**config.mk**
```make
export PLATFORM = sky130hd
export DESIGN_NAME = time_set_controller_flat
export DESIGN_NICKNAME = d
export VERILOG_FILES = /design/src/rtl/time_set_if.sv /design/src/rtl/time_set_controller.sv /design/src/flat_wrapper.sv
export SDC_FILE = /design/constraint.sdc
export NUM_CORES = 1
export LEC_CHECK = 0
export ABC_CLOCK_PERIOD_IN_PS = 6600
export CAP_MARGIN = 20
export CORE_ASPECT_RATIO = 1.2
export CORE_MARGIN = 3
export CORE_UTILIZATION = 50
export DETAILED_ROUTE_END_ITERATION = 6
export PLACE_DENSITY = 0.78
export SYNTH_ARGS = -nofsm -noshare
export SYNTH_HDL_FRONTEND = slang
export SYNTH_SLANG_ARGS = --single-unit
export TNS_END_PERCENT = 20
```
**constraint.sdc**
```tcl
create_clock -name clk -period 6.6 [get_ports clk]
set_clock_uncertainty 0.15 [all_clocks]
set_input_delay 0.66 -clock clk [delete_from_list [all_inputs] [get_ports clk]]
set_output_delay 0.66 -clock clk [all_outputs]
set_load 0.005 [all_outputs]
```
**src/rtl/time_set_if.sv**
```systemverilog
// Button and strobe bundle between the pad-side setting buttons and the time-set controller.
interface time_set_if;
  logic hour_in;
  logic min_in;
  logic sec_in;
  logic al_in;
  logic al_on_off_toggle_in;
  logic hour_inc;
  logic min_inc;
  logic sec_inc;
  logic al_inc;
  logic alarm_enable;
  logic busy;

  modport master (
    output hour_in, min_in, sec_in, al_in, al_on_off_toggle_in,
    input  hour_inc, min_inc, sec_inc, al_inc, alarm_enable, busy
  );

  modport slave (
    input  hour_in, min_in, sec_in, al_in, al_on_off_toggle_in,
    output hour_inc, min_inc, sec_inc, al_inc, alarm_enable, busy
  );
endinterface

```
**src/rtl/time_set_controller.sv**
```systemverilog
// Setting-button front end: 2-flop sync, shared debounce, fixed-priority grant,
// single-cycle increment strobes with hold-to-auto-repeat, and the alarm-enable flag.
module time_set_controller #(
  parameter int DEBOUNCE_CYCLES     = 250000,
  parameter int REPEAT_DELAY_CYCLES = 12500000,
  parameter int REPEAT_RATE_CYCLES  = 2500000
) (
  input  logic      clk,
  input  logic      reset_n,
  time_set_if.slave bus
);
  localparam int DEB_W   = $clog2(DEBOUNCE_CYCLES + 1);
  localparam int RPT_MAX = (REPEAT_DELAY_CYCLES > REPEAT_RATE_CYCLES) ?
                           REPEAT_DELAY_CYCLES : REPEAT_RATE_CYCLES;
  localparam int TMR_W   = $clog2(RPT_MAX + 1);

  localparam logic [DEB_W-1:0] DEB_SAT    = DEB_W'(DEBOUNCE_CYCLES);
  localparam logic [DEB_W-1:0] DEB_LOAD   = DEB_W'(DEBOUNCE_CYCLES - 1);
  localparam logic [TMR_W-1:0] DELAY_LAST = TMR_W'(REPEAT_DELAY_CYCLES - 1);
  localparam logic [TMR_W-1:0] RATE_LAST  = TMR_W'(REPEAT_RATE_CYCLES - 1);

  typedef enum logic [1:0] {IDLE, DELAY, REPEAT, WAIT_RELEASE} state_t;

  // Bit order everywhere: {toggle, al, sec, min, hour}; bit 0 has highest priority.
  logic [4:0]       raw;
  logic [4:0]       sync_p0;
  logic [4:0]       sync_p1;
  logic [4:0]       sync_p2;
  logic [DEB_W-1:0] deb_cnt;
  logic [4:0]       deb;

  state_t           state, state_nxt;
  logic [4:0]       grant, grant_nxt;
  logic [3:0]       stb_q, stb_nxt;
  logic             alarm_q, alarm_nxt;
  logic [TMR_W-1:0] tmr, tmr_nxt;
  logic             held;

  function automatic logic [4:0] pick_grant(input logic [4:0] req);
    logic [4:0] g;
    g = '0;
    if (req[0])      g[0] = 1'b1;
    else if (req[1]) g[1] = 1'b1;
    else if (req[2]) g[2] = 1'b1;
    else if (req[3]) g[3] = 1'b1;
    else if (req[4]) g[4] = 1'b1;
    return g;
  endfunction

  assign raw = {bus.al_on_off_toggle_in, bus.al_in, bus.sec_in, bus.min_in, bus.hour_in};

  // Synchronizer (p0, p1) and debounce stage; p2 is the copy used to detect change.
  always_ff @(posedge clk or negedge reset_n) begin
    if (!reset_n) begin
      sync_p0 <= '0;
      sync_p1 <= '0;
      sync_p2 <= '0;
      deb_cnt <= '0;
      deb     <= '0;
    end else begin
      sync_p0 <= raw;
      sync_p1 <= sync_p0;
      sync_p2 <= sync_p1;
      if (sync_p1 != sync_p2) begin
        deb_cnt <= '0;
      end else if (deb_cnt != DEB_SAT) begin
        deb_cnt <= deb_cnt + DEB_W'(1);
        if (deb_cnt == DEB_LOAD) deb <= sync_p1;
      end
    end
  end

  // Grant/repeat FSM stage.
  always_ff @(posedge clk or negedge reset_n) begin
    if (!reset_n) begin
      state   <= IDLE;
      grant   <= '0;
      stb_q   <= '0;
      alarm_q <= 1'b0;
      tmr     <= '0;
    end else begin
      state   <= state_nxt;
      grant   <= grant_nxt;
      stb_q   <= stb_nxt;
      alarm_q <= alarm_nxt;
      tmr     <= tmr_nxt;
    end
  end

  always_comb begin
    state_nxt = state;
    grant_nxt = grant;
    stb_nxt   = '0;
    alarm_nxt = alarm_q;
    tmr_nxt   = '0;
    held      = |(deb & grant);
    case (state)
      IDLE: begin
        if (deb != '0) begin
          grant_nxt = pick_grant(deb);
          if (grant_nxt[4]) begin
            alarm_nxt = ~alarm_q;
            state_nxt = WAIT_RELEASE;
          end else begin
            stb_nxt   = grant_nxt[3:0];
            state_nxt = DELAY;
          end
        end
      end
      DELAY, REPEAT: begin
        // Release takes precedence, so a strobe due on the same cycle is dropped.
        if (!held) begin
          state_nxt = (deb == '0) ? IDLE : WAIT_RELEASE;
        end else if (tmr == ((state == DELAY) ? DELAY_LAST : RATE_LAST)) begin
          stb_nxt   = grant[3:0];
          state_nxt = REPEAT;
        end else begin
          tmr_nxt = tmr + TMR_W'(1);
        end
      end
      WAIT_RELEASE: begin
        if (deb == '0) state_nxt = IDLE;
      end
      default: state_nxt = IDLE;
    endcase
  end

  assign bus.hour_inc     = stb_q[0];
  assign bus.min_inc      = stb_q[1];
  assign bus.sec_inc      = stb_q[2];
  assign bus.al_inc       = stb_q[3];
  assign bus.alarm_enable = alarm_q;
  assign bus.busy         = (state != IDLE);
endmodule

```
**src/flat_wrapper.sv**
```systemverilog
// flat-port wrapper written by rule: the top's interface ports become plain ports
module time_set_controller_flat 
#(
  parameter int DEBOUNCE_CYCLES     = 250000,
  parameter int REPEAT_DELAY_CYCLES = 12500000,
  parameter int REPEAT_RATE_CYCLES  = 2500000
)
  (clk, reset_n, bus_hour_in, bus_min_in, bus_sec_in, bus_al_in, bus_al_on_off_toggle_in, bus_hour_inc, bus_min_inc, bus_sec_inc, bus_al_inc, bus_alarm_enable, bus_busy);
  time_set_if bus_i ();
  input  logic clk;
  input  logic reset_n;
  input wire logic [$bits(bus_i.hour_in)-1:0] bus_hour_in;
  input wire logic [$bits(bus_i.min_in)-1:0] bus_min_in;
  input wire logic [$bits(bus_i.sec_in)-1:0] bus_sec_in;
  input wire logic [$bits(bus_i.al_in)-1:0] bus_al_in;
  input wire logic [$bits(bus_i.al_on_off_toggle_in)-1:0] bus_al_on_off_toggle_in;
  output wire logic [$bits(bus_i.hour_inc)-1:0] bus_hour_inc;
  output wire logic [$bits(bus_i.min_inc)-1:0] bus_min_inc;
  output wire logic [$bits(bus_i.sec_inc)-1:0] bus_sec_inc;
  output wire logic [$bits(bus_i.al_inc)-1:0] bus_al_inc;
  output wire logic [$bits(bus_i.alarm_enable)-1:0] bus_alarm_enable;
  output wire logic [$bits(bus_i.busy)-1:0] bus_busy;
  assign bus_i.hour_in = bus_hour_in;
  assign bus_i.min_in = bus_min_in;
  assign bus_i.sec_in = bus_sec_in;
  assign bus_i.al_in = bus_al_in;
  assign bus_i.al_on_off_toggle_in = bus_al_on_off_toggle_in;
  assign bus_hour_inc = bus_i.hour_inc;
  assign bus_min_inc = bus_i.min_inc;
  assign bus_sec_inc = bus_i.sec_inc;
  assign bus_al_inc = bus_i.al_inc;
  assign bus_alarm_enable = bus_i.alarm_enable;
  assign bus_busy = bus_i.busy;
  time_set_controller #(.DEBOUNCE_CYCLES(DEBOUNCE_CYCLES), .REPEAT_DELAY_CYCLES(REPEAT_DELAY_CYCLES), .REPEAT_RATE_CYCLES(REPEAT_RATE_CYCLES)) u_core (.clk(clk), .reset_n(reset_n), .bus(bus_i));
endmodule
```
==> results of run 1 <==
==> power breakdown <==
| part | internal (µW) | switching (µW) |
|---|---|---|
| Clock | 150 | 178 |
| Combinational | 5.29 | 11.0 |
| Sequential | 458 | 3.00 |
| Total | 613 | 192 |
==> area by class of cell <==
type	instances	area share
flip-flops and latches	74	0.496
multi-input cells	226	0.384
clock buffers	10	0.0368
well taps	85	0.0285
clock inverters	6	0.0131
repair buffers	13	0.0328
inverters	9	0.00904
==> sequential cells by signal (all words and copies together), names as in the netlist <==
signal,count
u_core.sync_p2,5
u_core.sync_p0,5
u_core.tmr,24
u_core.deb,5
u_core.stb_q,4
u_core.deb_cnt,18
u_core.grant,5
u_core.sync_p1,5
u_core.state,2
u_core.bus.alarm_enable,1
==> cell usage in the layout (no fill, tap or decap), types with 2 or more instances in the layout <==
cell             synthesis  routed
and3_1                   2       2
dfrtp_1                 74      74
clkinvlp_4               0       3
clkbuf_8                 0      10
inv_6                    0       2
a22o_1                   2       2
o21ai_0                  2       2
and2_1                   3       3
nor3_1                   6       6
a22oi_1                  2       2
xor2_1                  26      26
mux2_2                   5       5
nand4_1                 15      15
a21oi_1                  6       6
inv_1                    9       9
nor4_1                   3       3
nand3_1                 19      19
ha_1                     7       7
and4_1                   6       6
nand2_1                 23      23
clkdlybuf4s50_1          0      11
nor3b_1                  2       2
nand2b_1                 2       2
or4_1                    4       4
nor2_1                  54      54
xnor2_1                 17      17
nor4b_1                  5       5
==> metal layers <==
| layer | global-route usage | vias up |
|---|---|---|
| met5 | 0 | - |
| met4 | 0.0972 | 0 |
| met3 | 0.0356 | 9 |
| met2 | 0.303 | 51 |
| met1 | 0.230 | 1146 |
| li1 | - | 1125 |
==> worst paths after layout <==
| check | from | to | cells past startpoint | slack (ns) |
|---|---|---|---|---|
| worst max-delay path | u_core.state[1]$_DFFE_PN0P_ | u_core.state[1]$_DFFE_PN0P_ | 7 | 3.59 |
| worst min-delay path | u_core.sync_p0[4]$_DFF_PN0_ | u_core.sync_p1[4]$_DFF_PN0_ | 0 | 0.20 |
| worst max register to register | u_core.state[1]$_DFFE_PN0P_ | u_core.state[1]$_DFFE_PN0P_ | 7 | 3.59 |
| worst min register to register | u_core.sync_p0[4]$_DFF_PN0_ | u_core.sync_p1[4]$_DFF_PN0_ | 0 | 0.20 |
| max in group asynchronous | reset_n | u_core.sync_p1[3]$_DFF_PN0_ | 2 | 5.35 |
| min in group asynchronous | reset_n | u_core.bus.alarm_enable$_DFFE_PN0P_ | 2 | 0.34 |
==> worst max-delay path, stage by stage, from the launching register on <==
cell and delay [ns]:
dfrtp_1 0.40, inv_1 0.11, ha_1 0.20, nand4b_1 0.09, or4_1 0.50, a211oi_2 0.45, nand2b_1 0.79, a22o_1 0.25
==> through the flow <==
stage,instances,util,cell area [µm²],worst slack (ns)
floorplan,319,-,3390,4.36
global placement,407,0.547,3550,3.76
detailed placement,407,0.547,3550,3.63
CTS,423,0.576,3740,3.59
global route,423,0.576,3740,3.33
finish,423,0.576,3740,3.59
==> logic make-up (layout without fill, tap and decap cells) <==
group / after synthesis / in the layout / share of synthesized area
AO/OA/AOI/OAI: 21 / 21 / 0.0439
XOR/XNOR: 43 / 43 / 0.111
multiplexers: 6 / 6 / 0.0196
adder cells (fa/ha/maj): 7 / 7 / 0.0258
buffers and inverters: 19 / 38 / 0.0299
flip-flops: 74 / 74 / 0.547
AND/OR/NAND/NOR: 149 / 149 / 0.223
==> run summary, run 1 <==
status = complete, no violations
initial core utilization = 0.522
footprint of the multi-input gates = 1440 µm²
number of H-tree levels = 3
Syn Area/Cell = 10.6 µm²
width of the die = 81.1 µm
cell row count = 32
detailed-routing iteration count for the pre-antenna-repair pass = 4
Post-route DRC = 0
largest net degree at the start of global routing = 75
leading cell types by total area after synthesis = dfrtp_1 55%, xor2_1 6.7%, nor2_1 6.0%
RSZ-0062 raised after global routing = no
count of inserted antenna diode cells = 0
count of cells resized by post-cts repair = 0
top layer used by detailed routing = met4
clock transition at the registers of the reported paths = 0.08 ns
post-route ant nets = 0
synthesized netlist cell count = 319
area share of the largest cell type after synthesis = 0.547
Total Routing Usage GR = 0.184
number of top-level design ports = 13
total length of routed wires = 6200 µm
startpoint type of the worst setup path = flop
share of post-route cells with drive strength above 1 = 0.0740
sequential share of the synthesized area = 0.547
met3 wire length = 233 µm
core area = 6490 µm²
leading register cell type out of synthesis = dfrtp_1
Max clock buf depth = 2
Seq. cell area = 1850 µm²
first-iteration detailed-routing DRC count = 166
top cells by count, synth = 74 x dfrtp_1, 54 x nor2_1, 26 x xor2_1, 23 x nand2_1, 19 x nand3_1
hold buffer count at cts = 0
count of warnings emitted by yosys = 0
Vias = 2331
endpoint type of the worst setup path = flop
Final GP Congestion = 0.784
layout overhead on the synthesized area = 10.3%
antenna violations before repair = 0
dpl hpwl = 4210 µm
height of the chip = 96.2 µm
Hold Slack = 0.203 ns
classification of the worst-slack hold path = flop to flop
maximum net fanout on the critical path = 26
number of enable flip-flop cells after synthesis = 0
first-pass GRT wire length = 11000 µm
Synthesized Nets = 333
worst voltage drop across the vdd grid = 0.205 mV
Post-Route M1 WL = 2700 µm
required time reported for the critical path endpoint = 6.73 ns
overall power of the completed layout = 805 µW
met2 layer wire length in the routed design = 3180 µm
Remaining Overflow, GRT = 0
clock insertion delay at the later pin of the skew report = 0.35 ns
Filler Cells Inserted = 596
Post-synth ARST share = 1.00
Worst Max-Slew Pin Slew = 0.954 ns
CTS tree = built
number of flip-flops and latches in the synthesized netlist = 74
number of post-CTS setup repair buffers = 0
number of sinks driven by the clock tree = 74
Final #Nets = 347
fraction of the cycle the final worst path needs = 0.456
Worst Setup Path Type = flop to flop
Final min period = 3.01 ns
TritonCTS buffer count = 9
number of buffers inserted by port buffering = 12
library cell with the highest instance count after synthesis = dfrtp_1
hold violation total from the final report = 0
Vias per Instance = 5.51
post-DR wirelength/cell = 14.7 µm
Post-Syn Area = 3390 µm²
Rel. slew slack = 0.359
Fmax = 333 MHz
final-layout setup total negative slack = 0 ns
Die Footprint = 7800 µm²
number of max-slew violations in the final report = 0
via count of the first global-routing pass = 2440
count of cell types in the netlist = 42
# Max-Cap Violations = 0
data arrival time of the critical path = 3.14 ns
Cell Pwr Density = 216 nW/µm²
Clk Tree Root Cell = clkbuf_8
setup-violating endpoint count in the final report = 0
dominant cell type by area after synthesis = dfrtp_1
Pleak = 0.00156 µW
(Power assumes the default switching activity.)
==> run 2: changes to the inputs <==
- ABC_CLOCK_PERIOD_IN_PS: 6600 -> 2890
- clock period: 6.6 -> 2.89 ns (I/O delays scaled with it)
==> run 2 against run 1 <==
The run now ends with hold timing left. Power is 130% higher. Cell count is 0.95% higher. Largest cell class unchanged. Fmax is 19% higher. Critical path depth is 1 higher. Clock power is 130% higher. Count of clock-buffer cells in the layout is 1 higher. Sequential share of layout area is 0.43 points lower. Worst setup slack worse by 3.2 ns. Via count is 1.6% lower. Core utilization is 0.50 points higher. Global-route usage is 1.3 points lower.
==> run summary, run 2 (synthesis results as in run 1) <==
width of the die = 81.1 µm (unchanged)
Filler Cells Inserted = 542 (-9.1%)
max incr delay on CP = 0.49 ns (-0.30 ns)
hold violation total from the final report = 3 (+3)
number of cells on the worst reg-to-reg path = 8 (+1)
setup-violating endpoint count in the final report = 0 (unchanged)
beginning of the critical path = u_core.state[1]$_DFFE_PN0P_
largest net degree at the start of global routing = 75 (unchanged)
Remaining Overflow, GRT = 0 (unchanged)
commonest cells after routing, fill and taps aside = 74 x dfrtp_1, 54 x nor2_1, 26 x xor2_1
core area = 6490 µm² (unchanged)
final-layout setup total negative slack = 0 ns (unchanged)
TritonCTS buffer count = 9 (unchanged)
number of flip-flops under the largest register name = 24 (unchanged)
cell row count = 32 (unchanged)
number of H-tree levels = 3 (unchanged)
Die Footprint = 7800 µm² (unchanged)
layout overhead on the synthesized area = 11.2%
data arrival time of the critical path = 2.65 ns (-0.49 ns)
commonest non-fill, non-tap cell in the layout = dfrtp_1
CTS tree = built
count of inserted antenna diode cells = 0 (unchanged)
post-DR wirelength/cell = 13.9 µm (-5.0%)
launch instance of the worst register-to-register path = u_core.state[1]$_DFFE_PN0P_
capture point of the worst reg-to-reg path = u_core.state[1]$_DFFE_PN0P_
fraction of the cycle the final worst path needs = 0.873 (+0.417)
share of post-route cells with drive strength above 1 = 0.0848 (+0.0108)
total length of routed wires = 5950 µm (-4.1%)
endpoint type of the worst setup path = flop
Cell Pwr Density = 486 nW/µm² (+130%)
RSZ-0062 raised after global routing = no
required time reported for the critical path endpoint = 3.02 ns (-3.71 ns)
Rel. slew slack = 0.412 (+0.0525)
number of max-slew violations in the final report = 0 (unchanged)
Vias = 2293 (-1.6%)
number of sinks driven by the clock tree = 74 (unchanged)
crit path to = u_core.state[1]$_DFFE_PN0P_
worst voltage drop across the vdd grid = 0.372 mV (+82%)
violated checks = hold timing
Worst Setup Path Type = flop to flop
registers with the most flip-flops = u_core.tmr (24), u_core.deb_cnt (18)
Fmax = 397 MHz (+19%)
worst-path cell with the longest stage delay = or4_1
classification of the worst-slack hold path = primary input to asynchronous set/reset pin
Final min period = 2.52 ns (-0.485 ns)
most flop-heavy register = u_core.tmr
Clk Tree Root Cell = clkbuf_8
Total Routing Usage GR = 0.172 (-0.0129)
flop-to-flop setup slack = 0.37 ns (-3.23 ns)
startpoint type of the worst setup path = flop
dpl hpwl = 4100 µm (-2.7%)
number of post-CTS setup repair buffers = 0 (unchanged)
first-pass GRT wire length = 10100 µm (-8.4%)
status = finished with violations
crit-path leading delay family = simple AND/OR/NAND/NOR gates
utilization after layout = 0.581 (+0.00502)
height of the chip = 96.2 µm (unchanged)
Final #Nets = 351 (+1.2%)
number of buffers inserted by port buffering = 12 (unchanged)
antenna violations before repair = 0 (unchanged)
Final GP Congestion = 0.809 (+3.3%)
CP cell instances = inv_1 > ha_1 > nand4b_1 > or4_1 > a211oi_2 > nand2b_1 > buf_4 > a22o_1
via count of the first global-routing pass = 2255 (-7.6%)
initial core utilization = 0.522 (unchanged)
Vias per Instance = 5.37 (-2.6%)
buffer and inverter count on the worst path = 2 (+1)
Pleak = 0.00158 µW (+1.7%)
detailed-routing iteration count for the pre-antenna-repair pass = 4 (unchanged)
first-iteration detailed-routing DRC count = 135 (-19%)
# Max-Cap Violations = 0 (unchanged)
number of top-level design ports = 13 (unchanged)
Post-route DRC = 0 (unchanged)
Worst Max-Slew Pin Slew = 0.883 ns (-0.0715 ns)
count of cells resized by post-cts repair = 0 (unchanged)
hold buffer count at cts = 0 (unchanged)
post-route ant nets = 0 (unchanged)
maximum net fanout on the critical path = 26 (unchanged)
clock transition at the registers of the reported paths = 0.08 ns (about the same)
Max clock buf depth = 2 (unchanged)
clock insertion delay at the later pin of the skew report = 0.35 ns (about the same)
WP depth = 8 (+1)
Hold Slack = -0.00769 ns (-0.210 ns)
run 2: worst min-delay path by stage:
stage / startpoint / to / slack, ns / depth (start not counted)
after detailed placement: u_core.sync_p0[3]$_DFF_PN0_ / u_core.sync_p1[3]$_DFF_PN0_ / 0.18 / 0
after floorplan: reset_n / u_core.bus.alarm_enable$_DFFE_PN0P_ / -0.16 / 0
after global routing: reset_n / u_core.bus.alarm_enable$_DFFE_PN0P_ / 0.07 / 2
after CTS: reset_n / u_core.bus.alarm_enable$_DFFE_PN0P_ / 0.02 / 2
final: reset_n / u_core.grant[4]$_DFFE_PN0P_ / -0.008 / 2
after global placement: u_core.sync_p0[1]$_DFF_PN0_ / u_core.sync_p1[1]$_DFF_PN0_ / 0.18 / 0
run 2: routing by layer:
metal	up-vias	track usage	share of wire
met3	6	0.0506	0.032
met1	1117	0.198	0.44
met4	0	0.0732	0.014
met5	-	0	0
met2	33	0.295	0.51
li1	1137	-	-
run 2: report_power, final:
group          internal, µW  total, µW  switching, µW
sequential             1050       1050           6.79
clock                   361        741            380
combinational          12.6       37.4           24.7
run 2: area by class of cell:
cell class | count | area [µm²] | area share
clock inverter | 5 | 37.5 | 0.00996
sequential | 74 | 1850 | 0.491
clock buffer | 11 | 151 | 0.0402
tap | 85 | 106 | 0.0282
inverter | 9 | 33.8 | 0.00896
multi-input combinational | 226 | 1440 | 0.381
timing repair buffer | 17 | 153 | 0.0405
run 2: per-stage QoR:
stage / total power, µW / instances / worst slack (ns) / cell area [µm²]
floorplan: 1080 / 319 / 0.649 / 3390
global placement: 1110 / 411 / 0.492 / 3580
detailed placement: 1110 / 411 / 0.401 / 3580
CTS: 1860 / 427 / 0.376 / 3770
global route: 1910 / 427 / 0.189 / 3770
finish: 1830 / 427 / 0.368 / 3770
